**src/rtl/round_robin_lock_arbiter.sv**
```systemverilog
// Locking N-port arbiter. A registered one-hot grant is held until the holder
// releases, drops its request, or reaches the MAX_HOLD cycle limit. The winner
// of each arbitration comes from a fixed-priority or a round-robin policy.
module round_robin_lock_arbiter #(
    parameter int unsigned NUM_PORTS = 4,
    parameter int unsigned MODE_RR   = 1,
    parameter int unsigned MAX_HOLD  = 16,
    localparam int unsigned IDW      = (NUM_PORTS > 1) ? $clog2(NUM_PORTS) : 1
) (
    input  logic                 clk_i,
    input  logic                 reset_i,
    input  logic [NUM_PORTS-1:0] requests_i,
    input  logic                 release_i,
    output logic [NUM_PORTS-1:0] grants_o,
    output logic                 grant_valid_o,
    output logic [IDW-1:0]       grant_id_o,
    output logic                 timeout_o
);

    // Hold counter width; one bit minimum so an unlimited hold still elaborates.
    localparam int unsigned HW = (MAX_HOLD > 0) ? $clog2(MAX_HOLD + 1) : 1;
    // Counter value seen during the last permitted cycle of a grant.
    localparam logic [HW-1:0] HoldLast = (MAX_HOLD != 0) ? HW'(MAX_HOLD - 1) : '0;
    localparam logic [IDW-1:0] LastId = IDW'(NUM_PORTS - 1);

    typedef enum logic [0:0] {StIdle, StGrant} state_e;

    state_e               r_state;
    state_e               w_state_next;

    logic [NUM_PORTS-1:0] r_grants;
    logic [IDW-1:0]       r_id;
    logic [IDW-1:0]       r_ptr;
    logic [HW-1:0]        r_hold;
    logic                 r_timeout;

    logic                 w_any_req;
    logic                 w_holder_req;
    logic                 w_expire;
    logic                 w_release_evt;
    logic                 w_forced;
    logic [NUM_PORTS-1:0] w_mask;
    logic [NUM_PORTS-1:0] w_masked;
    logic [NUM_PORTS-1:0] w_pool;
    logic                 w_win_found;
    logic [IDW-1:0]       w_win_id;
    logic [NUM_PORTS-1:0] w_win_onehot;
    logic [IDW-1:0]       w_ptr_next;
    logic                 w_load;

    // Decode the release conditions of the current holder.
    always_comb begin
        w_any_req     = |requests_i;
        w_holder_req  = requests_i[r_id];
        w_expire      = (MAX_HOLD != 0) && (r_hold == HoldLast);
        w_release_evt = (r_state == StGrant) && (release_i || !w_holder_req || w_expire);
        // Only a timeout on a still-requesting holder that did not release is a forced release.
        w_forced      = (r_state == StGrant) && w_expire && !release_i && w_holder_req;
    end

    // Build the arbitration pool; a forced-off holder sits out one round unless it is alone.
    always_comb begin
        w_mask = '0;
        if (w_forced) begin
            w_mask[r_id] = 1'b1;
        end
        w_masked = requests_i & ~w_mask;
        w_pool   = (w_masked != '0) ? w_masked : requests_i;
    end

    // Pick the winner: scan from the rotating pointer (RR) or from index 0 (fixed).
    always_comb begin : p_pick
        int unsigned v_idx;
        w_win_found = 1'b0;
        w_win_id    = '0;
        v_idx       = 0;
        for (int unsigned k = 0; k < NUM_PORTS; k++) begin
            if (MODE_RR != 0) begin
                v_idx = (32'(r_ptr) + k) % NUM_PORTS;
            end else begin
                v_idx = k;
            end
            if (!w_win_found && w_pool[IDW'(v_idx)]) begin
                w_win_found = 1'b1;
                w_win_id    = IDW'(v_idx);
            end
        end
    end

    // One-hot form of the winner and the pointer that follows it.
    always_comb begin
        w_win_onehot           = '0;
        w_win_onehot[w_win_id] = w_win_found;
        w_ptr_next             = (w_win_id == LastId) ? '0 : w_win_id + 1'b1;
        w_load                 = w_any_req && ((r_state == StIdle) || w_release_evt);
    end

    // State register.
    always_ff @(posedge clk_i or posedge reset_i) begin
        if (reset_i) begin
            r_state <= StIdle;
        end else begin
            r_state <= w_state_next;
        end
    end

    // Next-state logic: leave GRANT only when a release finds nobody requesting.
    always_comb begin
        w_state_next = r_state;
        unique case (r_state)
            StIdle: begin
                if (w_any_req) begin
                    w_state_next = StGrant;
                end
            end
            StGrant: begin
                if (w_release_evt && !w_any_req) begin
                    w_state_next = StIdle;
                end
            end
            default: w_state_next = StIdle;
        endcase
    end

    // Grant, pointer, hold counter and timeout pulse registers.
    always_ff @(posedge clk_i or posedge reset_i) begin
        if (reset_i) begin
            r_grants  <= '0;
            r_id      <= '0;
            r_ptr     <= '0;
            r_hold    <= '0;
            r_timeout <= 1'b0;
        end else begin
            r_timeout <= w_forced;
            if (w_load) begin
                r_grants <= w_win_onehot;
                r_id     <= w_win_id;
                r_ptr    <= w_ptr_next;
                r_hold   <= '0;
            end else if (w_release_evt) begin
                r_grants <= '0;
                r_id     <= '0;
                r_hold   <= '0;
            end else if ((r_state == StGrant) && (MAX_HOLD != 0) && !w_expire) begin
                r_hold <= r_hold + 1'b1;
            end
        end
    end

    // Outputs are driven straight from registers.
    always_comb begin
        grants_o      = r_grants;
        grant_valid_o = |r_grants;
        grant_id_o    = r_id;
        timeout_o     = r_timeout;
    end

endmodule

```
**config.mk**
```make
export PLATFORM = sky130hd
export DESIGN_NAME = round_robin_lock_arbiter
export DESIGN_NICKNAME = d
export VERILOG_FILES = /design/src/rtl/round_robin_lock_arbiter.sv
export SDC_FILE = /design/constraint.sdc
export NUM_CORES = 1
export LEC_CHECK = 0
export CAP_MARGIN = 20
export CORE_MARGIN = 8
export CORE_UTILIZATION = 35
export DETAILED_ROUTE_END_ITERATION = 6
export PLACE_DENSITY_LB_ADDON = 0.2
export SLEW_MARGIN = 20
export SYNTH_ARGS = -nofsm -noshare
export SYNTH_HDL_FRONTEND = slang
export SYNTH_SLANG_ARGS = --single-unit
```
**constraint.sdc**
```tcl
create_clock -name clk_i -period 7.5 [get_ports clk_i]
set_input_delay 2.25 -clock clk_i [delete_from_list [all_inputs] [get_ports clk_i]]
set_output_delay 2.25 -clock clk_i [all_outputs]
set_load 0.005 [all_outputs]
```
==> impl_metrics.tcl <==
set metrics [dict create \
    post-dp-hpwl_um 1540 \
    path_class "in -> reg" \
    status "finished clean" \
    syn_to_final_growth_pct 21.4 \
    hp-start "r_hold[3]" \
    track_usage 0.0994 \
    power_frac_clock 0.141 \
    synth-simple-area-share 0.158 \
    rows 18 \
    cts_buffers 3 \
    hold_viol_final 0 \
    die_area_um2 4510 \
    synth.net_count 98 \
    cts_setup_buffers 0 \
    antenna-diode-count 0 \
    synth_top_family_by_area "compound AO/OA/AOI/OAI gates" \
    final_common_cell "dfrtp_1" \
    clock-skew-final_ps 8.46 \
    fmax_ghz 0.233 \
    layout.nets 115 \
    postLayoutCellArea_um2 1110 \
    cts-resized-gates 0 \
    p_per_area_nw_per_um2 303 \
    syn_inst 85 \
    grt_pass1_vias 732 \
    die_x_um 67.2 \
    ys_seq_area_frac 0.409 \
    place.gp.congestion 0.813 \
    ant_nets 0 \
    initial_utilization 0.370 \
    crit_start "requests_i[1]" \
    cts_tree "done" \
    place_inst 127 \
    end_kind "flop" \
    seq_power_share 0.397 \
    switchingPower_w 0.000124 \
    comb_power_share 0.461 \
    grt_pass1_wl_um 3480 \
    vias 757 \
    antenna_found_initial 0 \
    wirelength_um 2050 \
    drc 0 \
    fin_crit_sh 0.572 \
    htreeDepth 1 \
    cts_hold_buf 0 \
    drive_gt1_frac 0.0990 \
    drt_iter0_drc 15 \
    relSlewSlack 0.589 \
    die_y_um 67.2 \
    grt_setup_unrepaired "false" \
    critPathArrivalTime_ps 4460 \
    grt_max_degree 16 \
    hold_ws_ps 486 \
    avgViaCountPerCell 5.78 \
    synthAdderAreaFrac 0.0819 \
    max_slew.worst_pin.slew_ps 615 \
    setup_violations 0 \
    final_cell_mix "dfrtp_1 (15), clkdlybuf4s50_1 (14), nand2_1 (7), o31ai_1 (6), ha_1 (6)" \
    max_cap_viol_count 0 \
    swShare 0.367 \
    finalNonFillerCells 131 \
    fin_util 0.449 \
    ios 15 \
    clk_pin_slew_ps 100 \
    layout_min_cycle_time_ps 4290 \
    synth_cell_types 35 \
    internal-power_w 0.000214 \
    r2r_start "r_hold[0]" \
    ys_ff_latch 15 \
    syn_avg_cell_area_um2 10.8 \
    cts_buffer_depth 2 \
    critPathRequiredTime_ps 7670 \
    path_max_fanout 7 \
    synth_xor_xnor_area_share 0 \
    ys.warnings.count 0 \
    portBuffers 14 \
    gr-total-overflow 0 \
    wl_per_cell_um 15.7 \
    ir_worst_vdd_uv 176 \
    place_area_um2 1090 \
    synthMuxAreaShare 0.0409 \
    final_max_slew_viol_count 0 \
    clk_latency_ps 280 \
    clock-root-buffer "clkbuf_4" \
    crit_path_start_kind "primary input" \
    hold_path.class "reg -> reg" \
    core_um2 2480 \
    syn_area_um2 917 \
    finalSetupTns_ps 0 \
    power.leakage_nw 0.474 \
    cts.sinks 15 \
    dr.pass1.iters 4 \
    synth_compound_gate_area_share 0.284 \
]
-- path summary, 6_finish.rpt --
kind | slack (ps) | depth (start not counted) | end
max | 3210 | 7 | r_ptr[1]
min | 490 | 1 | r_hold[3]
max reg2reg | 4810 | 9 | r_ptr[1]
min reg2reg | 490 | 1 | r_hold[3]
max in group asynchronous | 4770 | 2 | grant_id_o[1]
min in group asynchronous | 2330 | 2 | r_hold[0]
-- through the flow --
stage | setup WS [ps] | total power (W)
2_1_floorplan | 3620 | 0.000221
3_3_place_gp | 2970 | 0.000289
3_5_place_dp | 2930 | 0.000291
6_report | 3210 | 0.000337
4_1_cts | 3240 | 0.000341
5_1_grt | 3090 | 0.000363
-- sequential cells by signal (all words and copies together), names as in the netlist --
register,flops
grant_id_o,2
grants_o,4
r_hold,5
r_ptr,2
r_state,1
timeout_o,1
-- power groups by stage --
stage | clock network [W] | logic (W) | registers (W)
CTS | 0.0000489 | 0.000158 | 0.000134
global placement | 0 | 0.000155 | 0.000135
floorplan | 0 | 0.0000960 | 0.000125
finish | 0.0000477 | 0.000156 | 0.000134
detailed placement | 0 | 0.000157 | 0.000135
global route | 0.0000528 | 0.000171 | 0.000139
-- area by class of cell --
| class | count | area [um^2] |
|---|---|---|
| inverter | 4 | 15.0 |
| clock inverter | 1 | 5.00 |
| tap | 30 | 37.5 |
| sequential | 15 | 375 |
| fill | 252 | 1360 |
| timing repair buffer | 14 | 140 |
| multi-input combinational | 64 | 518 |
| clock buffer | 3 | 22.5 |
-- cell families after synthesis --
group	count (synthesis)
compound gates	31
simple gates	25
flops	15
buf+inv	6
fa+ha+maj	6
mux	2
-- critical path, stage by stage --
cell,delay [ps]
clkdlybuf4s50_1,530
o31ai_1,410
o21ai_0,170
o32a_1,390
and2_1,170
ha_1,290
mux2_4,250
-- cells in the mapped netlist --
library cell	count	area, um^2
and3_1	3	18.8
o21ai_0	5	25.0
inv_1	4	15.0
clkbuf_1	1	3.75
o31ai_1	6	45.0
nor3b_2	1	12.5
nor2_1	4	15.0
a22o_1	4	35.0
or2_1	1	6.26
nand4b_1	1	8.76
mux2_4	1	15.0
a311oi_1	1	8.76
and2_1	1	6.26
nand3_1	1	5.00
o2bb2ai_2	1	15.0
o211a_1	1	10.0
ha_1	6	75.1
o32a_1	1	10.0
and4b_1	1	10.0
dfrtp_1	15	375
mux4_2	1	22.5
nor3_1	2	10.0
o311ai_1	1	8.76
o221a_2	1	11.3
a31oi_1	1	6.26
nand2_1	7	26.3
a32o_1	2	20.0
o31a_1	1	8.76
a21boi_4	1	18.8
nand4bb_1	1	11.3
o311ai_0	2	17.5
a21oi_1	1	5.00
buf_2	1	5.00
o21a_1	2	15.0
or4_1	2	15.0
-- routing by layer --
| layer | share of wire | wire, um | GRT usage | vias up |
|---|---|---|---|---|
| met1 | 0.51 | 1040 | 0.132 | 375 |
| met4 | 0.0058 | 12 | 0.0313 | 0 |
| met3 | 0.058 | 119 | 0.0364 | 2 |
| met5 | 0 | 0 | 0 | - |
| li1 | - | - | - | 369 |
| met2 | 0.43 | 883 | 0.147 | 11 |
No activity file was read; power rests on OpenSTA's default activity.
==> RTL change 1 (same flow settings) <==
Set the parameter `NUM_PORTS` to 2 (it was 4).
--- a/src/rtl/round_robin_lock_arbiter.sv
+++ b/src/rtl/round_robin_lock_arbiter.sv
@@ -2,7 +2,7 @@
 // releases, drops its request, or reaches the MAX_HOLD cycle limit. The winner
 // of each arbitration comes from a fixed-priority or a round-robin policy.
 module round_robin_lock_arbiter #(
-    parameter int unsigned NUM_PORTS = 4,
+    parameter int unsigned NUM_PORTS = 2,
     parameter int unsigned MODE_RR   = 1,
     parameter int unsigned MAX_HOLD  = 16,
     localparam int unsigned IDW      = (NUM_PORTS > 1) ? $clog2(NUM_PORTS) : 1
Interface: changed (resized grant_id_o, grants_o and requests_i); port bits go from 15 to 10. The function was not compared with the original's and may differ.
==> RTL change 1 against the unedited design <==
- setup slack better by 0.64 ns
- synthesized area down 37%
- sequential cell count down 4
- total power down 60%
- worst hold slack better by 0.036 ns
- critical endpoint is now grant_valid_o
- cell count down 34%
- cell area down 36%
- wire length down 40%
==> RTL change 1: results (changes against the unedited design) <==
fin_nets: 79  # -31%
viasPerCell: 5.52  # -4.5%
dr.pass1.iters: 3  # -1
p_int_mw: 0.0988  # -54%
powerSeq_mw: 0.0676  # -50%
grtUsageTotal: 0.0856  # -0.0138
synth_adder_area_share: 0.0431  # -0.0388
path_delay_family: "buffers and inverters"
routed-via-count: 480  # -37%
clk_pin_slew_ns: 0.07  # -0.03 ns
critPathArrivalTime_ns: 1.40  # -3.06 ns
post-place-ws_ns: 3.70  # +0.769 ns
min_to: "r_hold[4]"
ir_worst_vdd_mv: 0.0974  # -45%
r2r_setup_slack_ns: 5.40  # +0.59 ns
synth_compound_area_frac: 0.200  # -0.0833
crit_path_start: "grants_o[0]"
synthTopCellsByCount: "11 x dfrtp_1, 7 x inv_1, 4 x o21ai_0, 4 x o22ai_1, 3 x nand2_1"
r2r-end: "r_hold[3]"
buffers: 9  # -5
cp_max_fo: 3  # -4
synthTopCellsByArea: "dfrtp_1 47%, inv_1 4.5%, ha_1 4.3%, o22ai_1 4.3%, o21ai_0 3.4%"
buf_share: 0.126  # -0.000188
worstRegToRegCells: 6  # -3
hold_path_depth: 2  # +1
avgSynthCellArea_um2: 10.0  # -7.2%
max_slew.worst_pin.slew_ns: 0.549  # -0.0665 ns
dp_hpwl_um: 967  # -37%
endpoint: "grant_valid_o"
p_leak_nw: 0.309  # -35%
clock_area_frac: 0.0366  # +0.0119
hp-start: "r_hold[4]"
status: "finished clean"
grt_pass1_wl_um: 2210  # -36%
fillers: 157  # -38%
period_minus_slack_ns: 3.65  # -0.639 ns
grt_max_degree: 12  # -4
gp_congestion: 0.731  # -10%
first_iter_violations: 3  # -12
nFlopsAndLatches: 11  # -4
seq_share: 0.384  # +0.0469
max_stage_delay_ns: 0.45  # -0.08 ns
ys_types: 28  # -20%
muxShareOfSynthArea: 0.0366  # -0.00429
skew_ns: 0.00374  # -0.00472 ns
==> RTL change 1: cell types whose count changed after synthesis, moves of 3 or more <==
cell     change
o31ai_1      -5
dfrtp_1      -4
ha_1         -4
nand2_1      -4
o22ai_1      +4
inv_1        +3
==> RTL change 1: logic make-up after synthesis <==
logic type	Yosys count
buffers and inverters	7
adder cells (fa/ha/maj)	2
AND/OR/NAND/NOR	19
flip-flops	11
AO/OA/AOI/OAI	17
multiplexers	2
==> RTL change 1: metrics by stage <==
stage	power [mW]	utilization	hold slack, ns
after floorplan	0.0824	-	0.476
after global placement	0.0956	0.453	0.496
after detailed placement	0.0958	0.453	0.518
after CTS	0.136	0.470	0.534
after global routing	0.143	0.470	0.554
final	0.134	0.470	0.521
==> RTL change 1: per-layer routing <==
metal | GRT usage | up-vias
met3 | 0.0315 | 4
met1 | 0.104 | 227
met5 | 0 | -
met2 | 0.119 | 7
met4 | 0.0619 | 0
li1 | - | 242
==> RTL change 2 (same settings) <==
Without the edit above. Register the output `timeout_o`; this adds one clock of latency there. The other outputs are not delayed to match.
--- a/src/rtl/round_robin_lock_arbiter.sv
+++ b/src/rtl/round_robin_lock_arbiter.sv
@@ -24,6 +24,8 @@
     localparam logic [IDW-1:0] LastId = IDW'(NUM_PORTS - 1);
 
     typedef enum logic [0:0] {StIdle, StGrant} state_e;
+
+    logic timeout_d;
 
     state_e               r_state;
     state_e               w_state_next;
@@ -152,7 +154,11 @@
         grants_o      = r_grants;
         grant_valid_o = |r_grants;
         grant_id_o    = r_id;
-        timeout_o     = r_timeout;
+        timeout_d     = r_timeout;
+    end
+
+    always_ff @(posedge clk_i) begin
+        timeout_o <= timeout_d;
     end
 
 endmodule
Behaviour: same outputs for any inputs over 10 cycles, from zero or initial values and one cycle with reset_i high; that may be too few to reach the edited logic, so the function may still have changed.
==> RTL change 2 against the unedited design <==
- critical path depth grew 1
- largest power group unchanged
- non-clock buffer count is the same
- cell area grew 17%
- total power grew 19%
- synthesized cell count grew 34%
- setup slack lost 0.25 ns
- sequential cell count grew 1
- die area grew 17%
- wire length grew 15%
- synthesized area grew 23%
==> RTL change 2: results (changes against the unedited design) <==
status: "finished clean"
ys_seq_area_frac: 0.351  # -0.0582
relSlewSlack: 0.615  # +0.0257
hold_path_depth: 0  # -1
ir_worst_vdd_mv: 0.161  # -8.3%
min_to: "timeout_o"
post-place-ws_ns: 2.68  # -0.247 ns
hp-start: "r_timeout"
fin_nets: 140  # +22%
grtUsageTotal: 0.100  # +0.00107
hp-class: "reg -> reg"
first_iter_violations: 47  # +32
synth-async-reset-ratio: 0.938  # -0.0625
holdWs_ns: 0.348  # -0.137 ns
diodes: 0  # unchanged
r2r_setup_slack_ns: 4.59  # -0.22 ns
grt_pass1_wl_um: 4330  # +25%
regToRegStartpoint: "r_hold[0]"
routedWlPerCell_um: 13.9  # -11%
synthTopCellsByArea: "dfrtp_1 33%, ha_1 6.7%, a22o_1 5.4%, o21ai_0 4.0%, nand2_1 3.3%"
gp_congestion: 0.762  # -6.2%
dp_hpwl_um: 1750  # +13%
fillers: 306  # +21%
drive_above_1_share: 0.111  # +0.0121
postSynthNetCount: 127  # +30%
worstRegToRegCells: 10  # +1
synthTopCellsByCount: "15 x dfrtp_1, 10 x nand2_1, 9 x o21ai_0"
skew_ns: 0.00163  # -0.00684 ns
routed-via-count: 892  # +18%
[RTL change 2: cell count changes after synthesis, moves of 3 or more]
cell,before,now
nand2_1,7,10
o21ai_0,5,9
buf_6,0,3
a22o_1,4,7
inv_1,4,7
o31ai_1,6,1
[RTL change 2: cell type report]
class	instances	area, µm²	share of cell area
Multi-Input combinational cell	85	654	0.500
Sequential cell	16	395	0.302
Timing Repair Buffer	14	140	0.107
Tap cell	44	55.1	0.0421
Clock buffer	4	36.3	0.0278
Inverter	7	26.3	0.0201
[RTL change 2: layer usage]
layer  wire length [µm]  GRT usage  part of all wire  vias to the layer above
met1               1220      0.136              0.52                      423
met5                  0          0                 0                        -
met2               1040      0.153              0.44                        9
met3                 91     0.0371             0.039                        2
li1                   -          -                 -                      458
met4                  6    0.00667            0.0025                        0
[RTL change 2: worst max-delay path: cells and delay by family]
family,cells,cell delay [ns]
adders and majority gates,1,0.24
muxes,1,0.25
AOI/OAI and AO/OA,4,1.16
buffers and inverters,1,0.69
and+or+nand+nor,1,0.12
[RTL change 2: worst max-delay path by stage]
stage	startpoint	to	slack (ns)	depth (start not counted)
floorplan	release_i	r_ptr[1]	3.42	7
global placement	requests_i[3]	r_ptr[1]	2.68	8
detailed placement	requests_i[3]	r_ptr[1]	2.68	8
CTS	requests_i[3]	r_ptr[1]	2.99	8
global route	requests_i[3]	grants_o[0]	2.80	9
finish	requests_i[3]	r_ptr[1]	2.96	8
[RTL change 2: kinds of logic (layout without fill, tap and decap cells)]
family / Yosys count / count (layout) / share of synthesized area
simple gates: 39 / 39 / 0.206
xor+xnor: 1 / 1 / 0.00778
fa+ha+maj: 6 / 6 / 0.0667
compound gates: 35 / 35 / 0.247
mux: 4 / 4 / 0.0544
flops: 16 / 16 / 0.351
buf+inv: 13 / 25 / 0.0678
[RTL change 2: where the power goes]
part	internal [mW]	leakage [nW]	switching [mW]
clock network	0.0295	0.0210	0.0266
logic	0.111	0.332	0.0841
registers	0.108	0.200	0.0403
total	0.249	0.553	0.151
[RTL change 2: metrics by stage]
step	util	cell area, µm²	cells
final	0.428	1310	170
after floorplan	-	1130	114
after detailed placement	0.416	1270	166
after CTS	0.428	1310	170
after global placement	0.416	1270	166
after global routing	0.428	1310	170
